File: src/rtl/perf_monitor.sv
// Event-count performance monitor with a run/pause/done sequencer and a
// snapshot readout engine that streams one channel per ready/valid handshake.
//
// state | meaning
// ------+----------------------------------------------------------
// IDLE  | waiting for start_i; counters hold, events ignored
// RUN   | counting while start_i is high, paused while it is low
// DONE  | run length reached; counters frozen until clear_i
module perf_monitor #(
  parameter int NUM_CH     = 4,
  parameter int CNT_W      = 32,
  parameter int SATURATE   = 0,
  parameter int MAX_CYCLES = 64
) (
  input  logic              clk_i,
  input  logic              rst_i,
  input  logic              start_i,
  input  logic              clear_i,
  input  logic [NUM_CH-1:0] event_i,
  input  logic              snap_i,
  output logic              rd_valid_o,
  output logic [3:0]        rd_ch_o,
  output logic [CNT_W-1:0]  rd_data_o,
  input  logic              rd_ready_i,
  output logic [CNT_W-1:0]  cycle_o,
  output logic              done_o,
  output logic              overrun_o
);

  localparam int CH_W = (NUM_CH > 1) ? $clog2(NUM_CH) : 1;
  localparam logic [CNT_W-1:0] ONE   = CNT_W'(1);
  localparam logic [CNT_W-1:0] MAX_C = CNT_W'(MAX_CYCLES);
  localparam logic [CH_W-1:0]  LAST  = CH_W'(NUM_CH - 1);

  typedef enum logic [1:0] {S_IDLE, S_RUN, S_DONE} state_t;

  state_t           state, state_nx;
  logic [CNT_W-1:0] cnt_q    [NUM_CH];
  logic [CNT_W-1:0] cnt_nx   [NUM_CH];
  logic [CNT_W-1:0] shadow_q [NUM_CH];
  logic [CNT_W-1:0] cycle_q, cycle_nx;
  logic [CH_W-1:0]  rd_idx;
  logic             busy, overrun;
  logic             counting, to_done, snap_req;

  function automatic logic [CNT_W-1:0] bump(input logic [CNT_W-1:0] v);
    if (SATURATE != 0 && (&v)) return v;
    return v + ONE;
  endfunction

  always_comb begin
    counting = (state == S_RUN) && start_i;
    cycle_nx = counting ? bump(cycle_q) : cycle_q;
    for (int k = 0; k < NUM_CH; k++)
      cnt_nx[k] = (counting && event_i[k]) ? bump(cnt_q[k]) : cnt_q[k];
    to_done  = counting && (MAX_CYCLES != 0) && (cycle_nx == MAX_C);
    snap_req = (snap_i && (state != S_IDLE)) || to_done;
  end

  always_comb begin
    state_nx = state;
    case (state)
      S_IDLE:  if (start_i) state_nx = S_RUN;
      S_RUN:   if (to_done) state_nx = S_DONE;
      S_DONE:  state_nx = S_DONE;
      default: state_nx = S_IDLE;
    endcase
    if (clear_i) state_nx = S_IDLE;
  end

  // Release is inherently edge-aligned: every flop only leaves reset on a
  // clock edge, so the first edge after release may already leave IDLE.
  always_ff @(posedge clk_i or negedge rst_i) begin
    if (!rst_i) state <= S_IDLE;
    else        state <= state_nx;
  end

  always_ff @(posedge clk_i or negedge rst_i) begin
    if (!rst_i) begin
      cycle_q <= '0;
      busy    <= 1'b0;
      rd_idx  <= '0;
      overrun <= 1'b0;
      for (int k = 0; k < NUM_CH; k++) begin
        cnt_q[k]    <= '0;
        shadow_q[k] <= '0;
      end
    end else if (clear_i) begin
      cycle_q <= '0;
      busy    <= 1'b0;
      rd_idx  <= '0;
      overrun <= 1'b0;
      for (int k = 0; k < NUM_CH; k++) begin
        cnt_q[k]    <= '0;
        shadow_q[k] <= '0;
      end
    end else begin
      cycle_q <= cycle_nx;
      for (int k = 0; k < NUM_CH; k++) cnt_q[k] <= cnt_nx[k];
      if (snap_req && !busy) begin
        // The end-of-run snapshot records the final totals, including the
        // last counted cycle; a user snapshot records pre-edge values.
        for (int k = 0; k < NUM_CH; k++)
          shadow_q[k] <= to_done ? cnt_nx[k] : cnt_q[k];
        busy   <= 1'b1;
        rd_idx <= '0;
      end else if (busy && rd_ready_i) begin
        if (rd_idx == LAST) begin
          busy   <= 1'b0;
          rd_idx <= '0;
        end else begin
          rd_idx <= rd_idx + CH_W'(1);
        end
      end
      if (snap_req && busy) overrun <= 1'b1;
    end
  end

  always_comb begin
    rd_data_o = '0;
    if (busy)
      for (int k = 0; k < NUM_CH; k++)
        if (rd_idx == CH_W'(k)) rd_data_o = shadow_q[k];
  end

  assign rd_valid_o = busy;
  assign rd_ch_o    = 4'(rd_idx);
  assign cycle_o    = cycle_q;
  assign done_o     = (state == S_DONE);
  assign overrun_o  = overrun;

endmodule

File: config.mk
export PLATFORM = sky130hd
export DESIGN_NAME = perf_monitor
export DESIGN_NICKNAME = d
export VERILOG_FILES = /design/src/rtl/perf_monitor.sv
export SDC_FILE = /design/constraint.sdc
export NUM_CORES = 1
export LEC_CHECK = 0
export ABC_AREA = 1
export BUFFER_PORTS_ARGS = -buffer_cell sky130_fd_sc_hd__buf_2
export CORE_MARGIN = 2
export CORE_UTILIZATION = 60
export CTS_CLUSTER_SIZE = 20
export DETAILED_ROUTE_END_ITERATION = 12
export PLACE_DENSITY = 0.78
export SLEW_MARGIN = 25
export SYNTH_ARGS = -nofsm -noshare
export SYNTH_HDL_FRONTEND = slang
export SYNTH_SLANG_ARGS = --single-unit
export TNS_END_PERCENT = 30
File: constraint.sdc
create_clock -name clk_i -period 7.4 [get_ports clk_i]
set_clock_uncertainty 0.2 [all_clocks]
set_input_delay 1.48 -clock clk_i [delete_from_list [all_inputs] [get_ports clk_i]]
set_output_delay 1.48 -clock clk_i [all_outputs]
set_load 0.01 [all_outputs]
# ---- Word level (Yosys, flattened, before mapping)
# Cells that the tools add are included.
dict set report totals {
  register_bits 294
  latch_bits 0
  mem_bits_rw 0
  rom_bits 0
  inputBits 10
  wordCells 80
  memories 0
}
dict set report classes {
  add_sub_neg 6
  n_mul 0
  n_div 0
  order_cmp 0
  eq_ne 8
  n_shift 0
  muxes 32
  bitwise_logic 0
  n_reduce_logical 21
}
# operator count
set op_table {}
lappend op_table {{two-way mux 32 bit} 15}
lappend op_table {{two-way mux 128 bit} 3}
lappend op_table {{adder 32 x 1 -> 32 bit, second input constant} 5}
lappend op_table {{== test 32 x 7 -> 1 bit, second input constant} 1}
lappend op_table {{two-way mux 2 bit} 7}
lappend op_table {{logical AND 1 bit} 10}
lappend op_table {{== test 2 bit, second input constant} 3}
lappend op_table {{two-way mux 1 bit} 6}
lappend op_table {{inequality test 3 bit, second input constant} 2}
lappend op_table {{case mux 2 bit (3 select lines)} 1}
lappend op_table {{nonzero test 2 bit} 3}
lappend op_table {{nonzero test 3 bit} 2}
lappend op_table {{== test 2 x 1 -> 1 bit, second input constant} 2}
lappend op_table {{zero test 2 bit} 2}
lappend op_table {{AND reduction 2 bit} 2}
lappend op_table {{adder 2 x 1 -> 2 bit, second input constant} 1}
lappend op_table {{zero test 1 bit} 1}
lappend op_table {{logical OR 1 bit} 1}

# ---- Depth between registers and ports, before layout
# Gate-level depths: netlist of run 1.
dict set report depth {
  ltp_word 9
  depth_mapped 23
}

# ---- Worst setup path after synthesis of run 1
# Ideal clock, no wire load.
dict set report synth_timing {
  kind {input -> register}
  startpoint {input port start_i}
  endpoint {register shadow_q[0] (netlist bit)}
  setup_time_ns 0.117
  t_arrival_ns 3.290
  t_required_ns 7.083
  setup_slack_ns 3.793
  cell_stages 17
  path_buffers 4
  path_cell_list {nand2_1 buf_6 nor2_4 nand3_1 xor2_1 nand3_1 nor2_1 nand2_1 nor2_1 nand2_1 buf_4 buf_6 buf_6 nand2_1 a21oi_1 nand2_1 nand2_1}
}
dict set report synth_between {
  elab_chain_cells 7
  elab_cells_between_ends 12
  classes_between {eq/ne: 1; mux: 5; reduce/logical: 6}
}
# item line_no
set synth_lines {}
lappend synth_lines {{start, declared} 17} ;# input logic start_i,
lappend synth_lines {{logical AND 1 bit *} 52} ;# counting = (state == S_RUN) && start_i;
lappend synth_lines {{two-way mux 32 bit} 53} ;# cycle_nx = counting ? bump(cycle_q) : cycle_q;
lappend synth_lines {{== test 32 x 7 -> 1 bit} 56} ;# to_done = counting && (MAX_CYCLES != 0) && (cycle_nx == MAX_C);
lappend synth_lines {{logical AND 1 bit} 56}
lappend synth_lines {{two-way mux 32 bit or logical OR 1 bit (tied branches)} {104, 57}}
lappend synth_lines {{two-way mux 128 bit or logical AND 1 bit (tied branches)} 100} ;# if (snap_req && !busy) begin
lappend synth_lines {{two-way mux 128 bit or nonzero test 2 bit (tied branches)} n/a}
lappend synth_lines {{end signal, assigned by index} 104} ;# shadow_q[k] <= to_done ? cnt_nx[k] : cnt_q[k];
lappend synth_lines {{end, declared} 40} ;# logic [CNT_W-1:0] shadow_q [NUM_CH];
# Mark *: on every way between the ends. The rest lies on a longest branch, timed or not. The select of a mux whose other input is x is not followed.
# A chain may end at the register's enable or synchronous reset.

# ---- Worst setup path after layout of run 1
dict set report layout_timing {
  startpoint {input port start_i}
  endpoint {register shadow_q[26] (netlist bit)}
}
# The elaborated chain is that of the path after synthesis.

==> reports/summary.txt, run 1 <==
=================================================================================================
Non-filler cells, final ............................................................         3210
Number of placed cells counting well taps ..........................................         3147
Critical path's top delay family ................................................... simple AND/OR/NAND/NOR gates
Setup crit start kind ..............................................................   input port
Endpoint kind of the worst setup timing path .......................................     register
Yosys synthesis warning count ......................................................            0
GRT Resource Usage Total ...........................................................        34.2%
Share of cells above drive strength 1 ..............................................        6.86%
Crit path setup slack, layout ......................................................      2010 ps
Worst Path Class, Setup ............................................................       in2reg
Proportion of power drawn by flip-flops and latches ................................        41.9%
Combinational cell fraction of total power .........................................        14.3%
R2R depth ..........................................................................           17
DRC violation count after routing ..................................................            0
Maximum buffer depth of the clock tree .............................................            3
Total number of H-tree levels ......................................................            2
Req. time, crit path ...............................................................      7600 ps
Buffer type at the clock tree root ................................................. sky130_fd_sc_hd__clkbuf_16
Reg-to-Reg End ..................................................................... shadow_q[26]
Number of buffer and inverter stages on the critical path ..........................            3
Worst slew margin relative to its limit ............................................        32.4%
Antenna diodes .....................................................................            0
Worst hold margin ..................................................................       307 ps
Row cnt ............................................................................           64
Final count of hold timing violations ..............................................            0
Final Total Pwr ....................................................................      4.04 mW
Setup slack, reg-to-reg ............................................................      2300 ps
Mapped Cells .......................................................................         2785
Global-route wire length before repair .............................................     89300 µm
Sequential share of the synthesized area ...........................................        39.4%
Post-synthesis cell type with the largest combined area ............................ sky130_fd_sc_hd__dfrtp_1
Instance area after placement ......................................................    19100 µm²
Insertion delay to the later sink of the worst-skew pair ...........................       520 ps
Register area ......................................................................     7360 µm²
Clock Pin Slew Worst Setup and Hold Paths ..........................................        60 ps
Critical hold path startpoint ......................................................  shadow_q[1]
Status ............................................................................. complete, no violations
Critical path fanouts, max .........................................................           67
Initial core utilization ...........................................................        61.0%
Hold bufs inserted after CTS .......................................................            0
Power per Cell Area ................................................................   199 nW/µm²
Remaining number of nets flagged by the antenna check after routing ................            0
Switch Pwr .........................................................................      1.21 mW
Number of distinct library cell variants in the gate-level netlist after synthesis .           38
Static Leak ........................................................................      9.70 nW
Worst setup slack before clock tree synthesis ......................................      1550 ps
Half-perimeter wire length after placement .........................................     39200 µm
Pre-antenna DRT Iters ..............................................................            6
Post-synth top cells ............................................................... sky130_fd_sc_hd__nand2_1 (746), sky130_fd_sc_hd__inv_1 (398), sky130_fd_sc_hd__nor2_1 (395)
Area of the core region ............................................................    30600 µm²
Number of synthesized flops with an enable pin .....................................            0
Int Power ..........................................................................      2.83 mW
Height of the chip .................................................................       180 µm
Net switching fraction of the power ................................................        29.9%
Final weighted congestion of routability-driven global placement ...................        0.941
Largest stage delay on the critical path ...........................................       650 ps
Number of buffers added for setup after CTS ........................................            0
Measured slew at the worst slew-check pin ..........................................      1010 ps
Most frequent cell on the critical path ............................................ sky130_fd_sc_hd__nand2_1
Via count of the routed design .....................................................        18000
Vias in the first global route .....................................................        16700
Sink Count .........................................................................          294
Largest cells by area after synthesis .............................................. sky130_fd_sc_hd__dfrtp_1 (39%), sky130_fd_sc_hd__nand2_1 (15%), sky130_fd_sc_hd__inv_1 (8.0%), sky130_fd_sc_hd__nor2_1 (7.9%), sky130_fd_sc_hd__nand3_1 (6.4%)
Critical Path Slowest Stage Cell ................................................... sky130_fd_sc_hd__buf_4
Quantity of gates resized following cts ............................................            0
Total routed wirelength ............................................................     56000 µm
Count of final max-slew check failures .............................................            0
Setup-violating endpoint count in the final report .................................            0
Number of buffers created by CTS ...................................................           35
Multi-input gate area ..............................................................     9230 µm²
Netlist Area Pre-Place .............................................................    18700 µm²
Part of the power in the clock network .............................................        43.8%
Boundary Pins ......................................................................           81
Number of nets in the layout .......................................................         2813
Synth Flop Type .................................................................... sky130_fd_sc_hd__dfrtp_1
Port Buffer Count ..................................................................           78
Routed length per placed instance ..................................................      17.5 µm
Total non-filler cell area in the finished layout ..................................    20400 µm²
Start of the worst register-to-register path .......................................     state[1]
Signal arrival time at the worst endpoint ..........................................      5590 ps
Initial antenna violation count ....................................................            0
Final worst path period share ......................................................        72.8%
Overall die area ...................................................................    32500 µm²
Pin count of the biggest net entering global routing ...............................          174
Cell-by-cell trace of the critical path ............................................ buf_2, nand2_1, inv_2, nand2_1, nor2_2, nand2_1, o21bai_1, nand2_1, nand3_1, nor2_1, nand2_4, nand2_2, nand2_4, buf_4, nand3_1, o21ai_0
Number of instances on the worst hold path .........................................            2
Area overhead of the layout relative to synthesis ..................................        9.06%
Routed vias/inst ...................................................................         5.61
Number of synthesized register bits ................................................          294
Timing-limited maximum frequency ...................................................      186 MHz
Maximum resistive drop on vdd ......................................................       174 µV
Drt first-iter violations ..........................................................         1753
Synth top area share ...............................................................        39.4%
End point of the worst hold path ...................................................  shadow_q[1]
Most frequently used cell type in the post-synthesis netlist ....................... sky130_fd_sc_hd__nand2_1
Min-delay worst type ...............................................................      reg2reg
Post-layout utilization of the core ................................................        66.5%
Setup repair after global routing missed its margin ................................           no
Overall overflow remaining after global route ......................................            0
Total Neg Setup Slack ..............................................................         0 ps
Mean instance size in the synthesized netlist ......................................     6.70 µm²
Max-cap violations .................................................................            0
Layout fillers .....................................................................         2796
Die X ..............................................................................       180 µm
TritonCTS clock tree ...............................................................          yes
Share of synthesized registers carrying an async set or reset ......................         100%
Shortest period the worst path allows ..............................................      5390 ps
=================================================================================================
power groups by stage:
stage / Clock [mW] / Sequential [mW] / Combinational [mW]
finish: 1.77 / 1.69 / 0.578
detailed placement: 0 / 1.72 / 0.565
global placement: 0 / 1.72 / 0.554
floorplan: 0 / 1.71 / 0.393
CTS: 1.78 / 1.69 / 0.567
global route: 1.85 / 1.70 / 0.633
placed cells by master (no fill, tap or decap), types with 2 or more instances in the layout:
master,instances
sky130_fd_sc_hd__nand2_1,745
sky130_fd_sc_hd__inv_1,397
sky130_fd_sc_hd__nor2_1,393
sky130_fd_sc_hd__dfrtp_1,294
sky130_fd_sc_hd__nand3_1,239
sky130_fd_sc_hd__o21ai_0,120
sky130_fd_sc_hd__xor2_1,95
sky130_fd_sc_hd__buf_2,76
sky130_fd_sc_hd__a21oi_1,73
sky130_fd_sc_hd__o21ai_1,70
sky130_fd_sc_hd__nor3_1,63
sky130_fd_sc_hd__nand4_1,45
sky130_fd_sc_hd__clkbuf_16,35
sky130_fd_sc_hd__o31ai_1,32
sky130_fd_sc_hd__xnor2_1,12
sky130_fd_sc_hd__clkbuf_8,12
sky130_fd_sc_hd__ha_1,11
sky130_fd_sc_hd__buf_4,11
sky130_fd_sc_hd__nor2_4,9
sky130_fd_sc_hd__nand3b_1,9
sky130_fd_sc_hd__inv_2,7
sky130_fd_sc_hd__nand2_2,7
sky130_fd_sc_hd__nor4_1,7
sky130_fd_sc_hd__clkinv_2,7
sky130_fd_sc_hd__or2_2,6
sky130_fd_sc_hd__a21boi_0,5
sky130_fd_sc_hd__and3_1,4
sky130_fd_sc_hd__nor2_2,2
sky130_fd_sc_hd__nand2_4,2
sky130_fd_sc_hd__conb_1,2
sky130_fd_sc_hd__inv_6,2
sky130_fd_sc_hd__bufinv_16,2
sky130_fd_sc_hd__clkinvlp_4,2
sky130_fd_sc_hd__buf_16,2
sky130_fd_sc_hd__buf_12,2
cell families after synthesis:
logic type                 synth area share [%]
xor gates and xnor gates                   5.02
muxes                                    0.0536
other                                    0.0201
adders and majority gates                 0.872
and+or+nand+nor                            34.6
DFF                                        39.4
AOI/OAI and AO/OA                          8.67
buffers and inverters                      11.4
layout make-up:
cell class / instances / area share [%]
Multi-Input combinational cell: 1961 / 45.3
Sequential cell: 294 / 36.1
Inverter: 406 / 7.50
Clock buffer: 47 / 5.11
Timing Repair Buffer: 92 / 2.82
Tap cell: 396 / 2.43
Clock inverter: 14 / 0.670
worst min-delay path, delay by kind of cell (launching register included):
kind / cells / cell delay [ps]
and+or+nand+nor: 2 / 130
DFF: 1 / 340
registers in the layout, summed over array words and instances, names as in the netlist:
register	count
cycle_o	32
rd_valid_o	1
shadow_q	128
rd_idx	2
state	2
overrun_o	1
cnt_q	128
layer usage:
metal / GRT usage [%] / vias to the layer above / wire, µm
met2: 52.5 / 735 / 25100
met3: 6.10 / 115 / 4590
met4: 13.9 / 0 / 2340
li1: - / 8696 / -
met1: 48.0 / 8455 / 24000
met5: 0 / - / 0
how the worst max path moves through the flow:
stage | cells after the start | start | endpoint | slack, ps
floorplan | 17 | start_i | shadow_q[0] | 3790
global placement | 16 | start_i | shadow_q[95] | 1770
detailed placement | 16 | start_i | shadow_q[58] | 1550
CTS | 16 | start_i | shadow_q[26] | 2030
global route | 16 | start_i | shadow_q[31] | 1680
finish | 16 | start_i | shadow_q[26] | 2010
Note: power is estimated with default switching activity, not from simulation.
==> run 2: changes to the inputs <==
--- a/config.mk
+++ b/config.mk
@@ -8,7 +8,7 @@
 export ABC_AREA = 1
 export BUFFER_PORTS_ARGS = -buffer_cell sky130_fd_sc_hd__buf_2
 export CORE_MARGIN = 2
-export CORE_UTILIZATION = 60
+export CORE_UTILIZATION = 57
 export CTS_CLUSTER_SIZE = 20
 export DETAILED_ROUTE_END_ITERATION = 12
 export PLACE_DENSITY = 0.78
==> constraint.sdc (replaced) <==
create_clock -name clk_i -period 4.5 [get_ports clk_i]
set_clock_uncertainty 0.2 [all_clocks]
set_input_delay 0.9 -clock clk_i [delete_from_list [all_inputs] [get_ports clk_i]]
set_output_delay 0.9 -clock clk_i [all_outputs]
set_load 0.01 [all_outputs]
==> run 2 against run 1 <==
Against the previous run: combinational power grew 75%; worst hold slack lost 150 ps; via count grew 1.4%; die area grew 5.1%; setup slack lost 1800 ps; sequential share of layout area shrank 0.26 points; power grew 63%; first-iteration DRC count grew 9.9%; critical path depth shrank 8; largest power group unchanged.
==> reports/summary.txt, run 2 (synthesis results as in run 1) <==
=====================================================================================
Status ................................................................. complete, no violations
Pre-antenna DRT Iters ..................................................            7
Part of the power in the clock network .................................        42.4%
Number of placed cells counting well taps ..............................         3213
Cell-by-cell trace of the critical path ................................ inv_1, ha_1, buf_4, a21oi_1, o31ai_1, o21ai_0, nor2_1, buf_2
Count of final max-slew check failures .................................            0
Clock Pin Slew Worst Setup and Hold Paths ..............................        60 ps
Setup repair after global routing missed its margin ....................           no
Final count of hold timing violations ..................................            0
Boundary Pins ..........................................................           81
TritonCTS clock tree ...................................................          yes
Half-perimeter wire length after placement .............................     40300 µm
Maximum buffer depth of the clock tree .................................            3
Timing-limited maximum frequency .......................................      233 MHz
Final worst path period share ..........................................        95.2%
Buffer type at the clock tree root ..................................... sky130_fd_sc_hd__clkbuf_16
Critical path fanouts, max .............................................           22
Endpoint kind of the worst setup timing path ...........................   output pin
Height of the chip .....................................................       185 µm
Most frequent standard cell in the layout excluding fill and tap cells . sky130_fd_sc_hd__nand2_1
Overall die area .......................................................    34200 µm²
Setup crit start kind ..................................................     register
Initial antenna violation count ........................................            0
Net switching fraction of the power ....................................        30.1%
Routed length per placed instance ......................................      17.3 µm
Routed vias/inst .......................................................         5.58
Via count of the routed design .........................................        18300
Multi-input gate area ..................................................     9210 µm²
Max-cap violations .....................................................            0
Proportion of power drawn by flip-flops and latches ....................        42.2%
Static Leak ............................................................      9.76 nW
Wire length on met1 ....................................................     24400 µm
Signal arrival time at the worst endpoint ..............................      3180 ps
Power per Cell Area ....................................................   322 nW/µm²
Row cnt ................................................................           66
Met3 WL ................................................................      4610 µm
Overall overflow remaining after global route ..........................            0
Quantity of gates resized following cts ................................            0
Initial core utilization ...............................................        57.7%
Total Neg Setup Slack ..................................................         0 ps
Post-layout utilization of the core ....................................        63.3%
Worst slew margin relative to its limit ................................        31.9%
Worst Path Class, Setup ................................................      reg2out
Global-route wire length before repair .................................     90400 µm
Number of buffers added for setup after CTS ............................            0
Layout fillers .........................................................         2989
Measured slew at the worst slew-check pin ..............................      1020 ps
Commonest non-fill, non-tap cells in the layout ........................ sky130_fd_sc_hd__nand2_1 (745), sky130_fd_sc_hd__inv_1 (397), sky130_fd_sc_hd__nor2_1 (393)
Insertion delay to the later sink of the worst-skew pair ...............       530 ps
Int Power ..............................................................      4.61 mW
Port Buffer Count ......................................................           78
Critical Path Slowest Stage Cell ....................................... sky130_fd_sc_hd__ha_1
Worst setup slack before clock tree synthesis ..........................       222 ps
Largest stage delay on the critical path ...............................       670 ps
Critical path's top delay family ....................................... compound AO/OA/AOI/OAI gates
Vias in the first global route .........................................        17000
Maximum resistive drop on vdd ..........................................       246 µV
Register area ..........................................................     7360 µm²
Metal2 WL ..............................................................     25300 µm
Area of the core region ................................................    32400 µm²
Remaining number of nets flagged by the antenna check after routing ....            0
Highest signal layer in the routed design ..............................         met4
Number of buffers created by CTS .......................................           35
Hold bufs inserted after CTS ...........................................            0
Number of buffer and inverter stages on the critical path ..............            3
Total number of H-tree levels ..........................................            2
Req. time, crit path ...................................................      3400 ps
Sink Count .............................................................          294
Drt first-iter violations ..............................................         1926
Crit path setup slack, layout ..........................................       216 ps
Switch Pwr .............................................................      1.98 mW
Share of cells above drive strength 1 ..................................        7.10%
Combinational cell fraction of total power .............................        15.4%
Non-filler cells, final ................................................         3272
Area overhead of the layout relative to synthesis ......................        9.85%
Number of nets in the layout ...........................................         2831
GRT Resource Usage Total ...............................................        33.6%
Die X ..................................................................       185 µm
Setup-violating endpoint count in the final report .....................            0
Pin count of the biggest net entering global routing ...................          108
Antenna diodes .........................................................            0
Total routed wirelength ................................................     56700 µm
Final weighted congestion of routability-driven global placement .......        0.998
Shortest period the worst path allows ..................................      4280 ps
DRC violation count after routing ......................................            0
Min-delay worst type ...................................................     in2async
=====================================================================================
-- run 2: cell count changes in the layout (fill, tap and decap cells not counted) --
cell and delta:
sky130_fd_sc_hd__buf_16 -2, sky130_fd_sc_hd__buf_12 +7, sky130_fd_sc_hd__ha_1 +1, sky130_fd_sc_hd__clkinv_2 -2, sky130_fd_sc_hd__nor2_4 -1, sky130_fd_sc_hd__clkbuf_1 +7
sky130_fd_sc_hd__nor2_2 +1, sky130_fd_sc_hd__buf_4 +13, sky130_fd_sc_hd__clkbuf_8 -6, sky130_fd_sc_hd__ha_4 -1, sky130_fd_sc_hd__inv_6 -1
-- run 2: worst reg2reg max path: cells and delay by family (launching register included) --
kind / cells / cell delay [ps]
buf+inv: 2 / 400
compound gates: 1 / 320
xor+xnor: 1 / 440
simple gates: 10 / 1960
fa+ha+maj: 1 / 220
flops: 1 / 400
-- run 2: cell type report --
type / count / share of cell area [%]
clock buffers: 48 / 4.80
well taps: 442 / 2.70
repair buffers: 110 / 3.69
clock inverters: 11 / 0.574
flip-flops and latches: 294 / 35.9
multi-input cells: 1961 / 44.9
inverters: 406 / 7.44
-- run 2: through the flow --
step / hold WS [ps] / area [µm²] / power, mW
finish: 156 / 20500 / 6.59
global placement: 286 / 19400 / 3.80
floorplan: 270 / 18700 / 3.45
CTS: 216 / 20500 / 6.60
detailed placement: 291 / 19400 / 3.82
global route: 207 / 20500 / 6.82
-- run 2: power groups by stage --
stage / clock [mW] / sequential, mW / combinational, mW
floorplan: 0 / 2.81 / 0.646
global placement: 0 / 2.82 / 0.975
detailed placement: 0 / 2.82 / 0.993
CTS: 2.82 / 2.78 / 0.999
global route: 2.93 / 2.79 / 1.11
finish: 2.80 / 2.78 / 1.01
-- run 2: worst paths after layout --
| path | from | end | slack, ps | cells past startpoint |
|---|---|---|---|---|
| worst max-delay path | rd_idx[0] | rd_data_o[5] | 220 | 8 |
| worst min-delay path | rst_i | cycle_o[14] | 160 | 1 |
| worst max register to register | state[1] | shadow_q[79] | 450 | 15 |
| worst min register to register | shadow_q[20] | shadow_q[20] | 310 | 2 |
| max in group asynchronous | rst_i | cnt_q[112] | 2710 | 2 |
| min in group clk_i | shadow_q[20] | shadow_q[20] | 310 | 2 |
-- run 2: metal layers --
metal  vias to the layer above  global-route usage, %
met5                         -                      0
met4                         0                   13.9
met3                       138                   5.39
met2                       847                   51.3
met1                      8527                   47.6
li1                       8744                      -
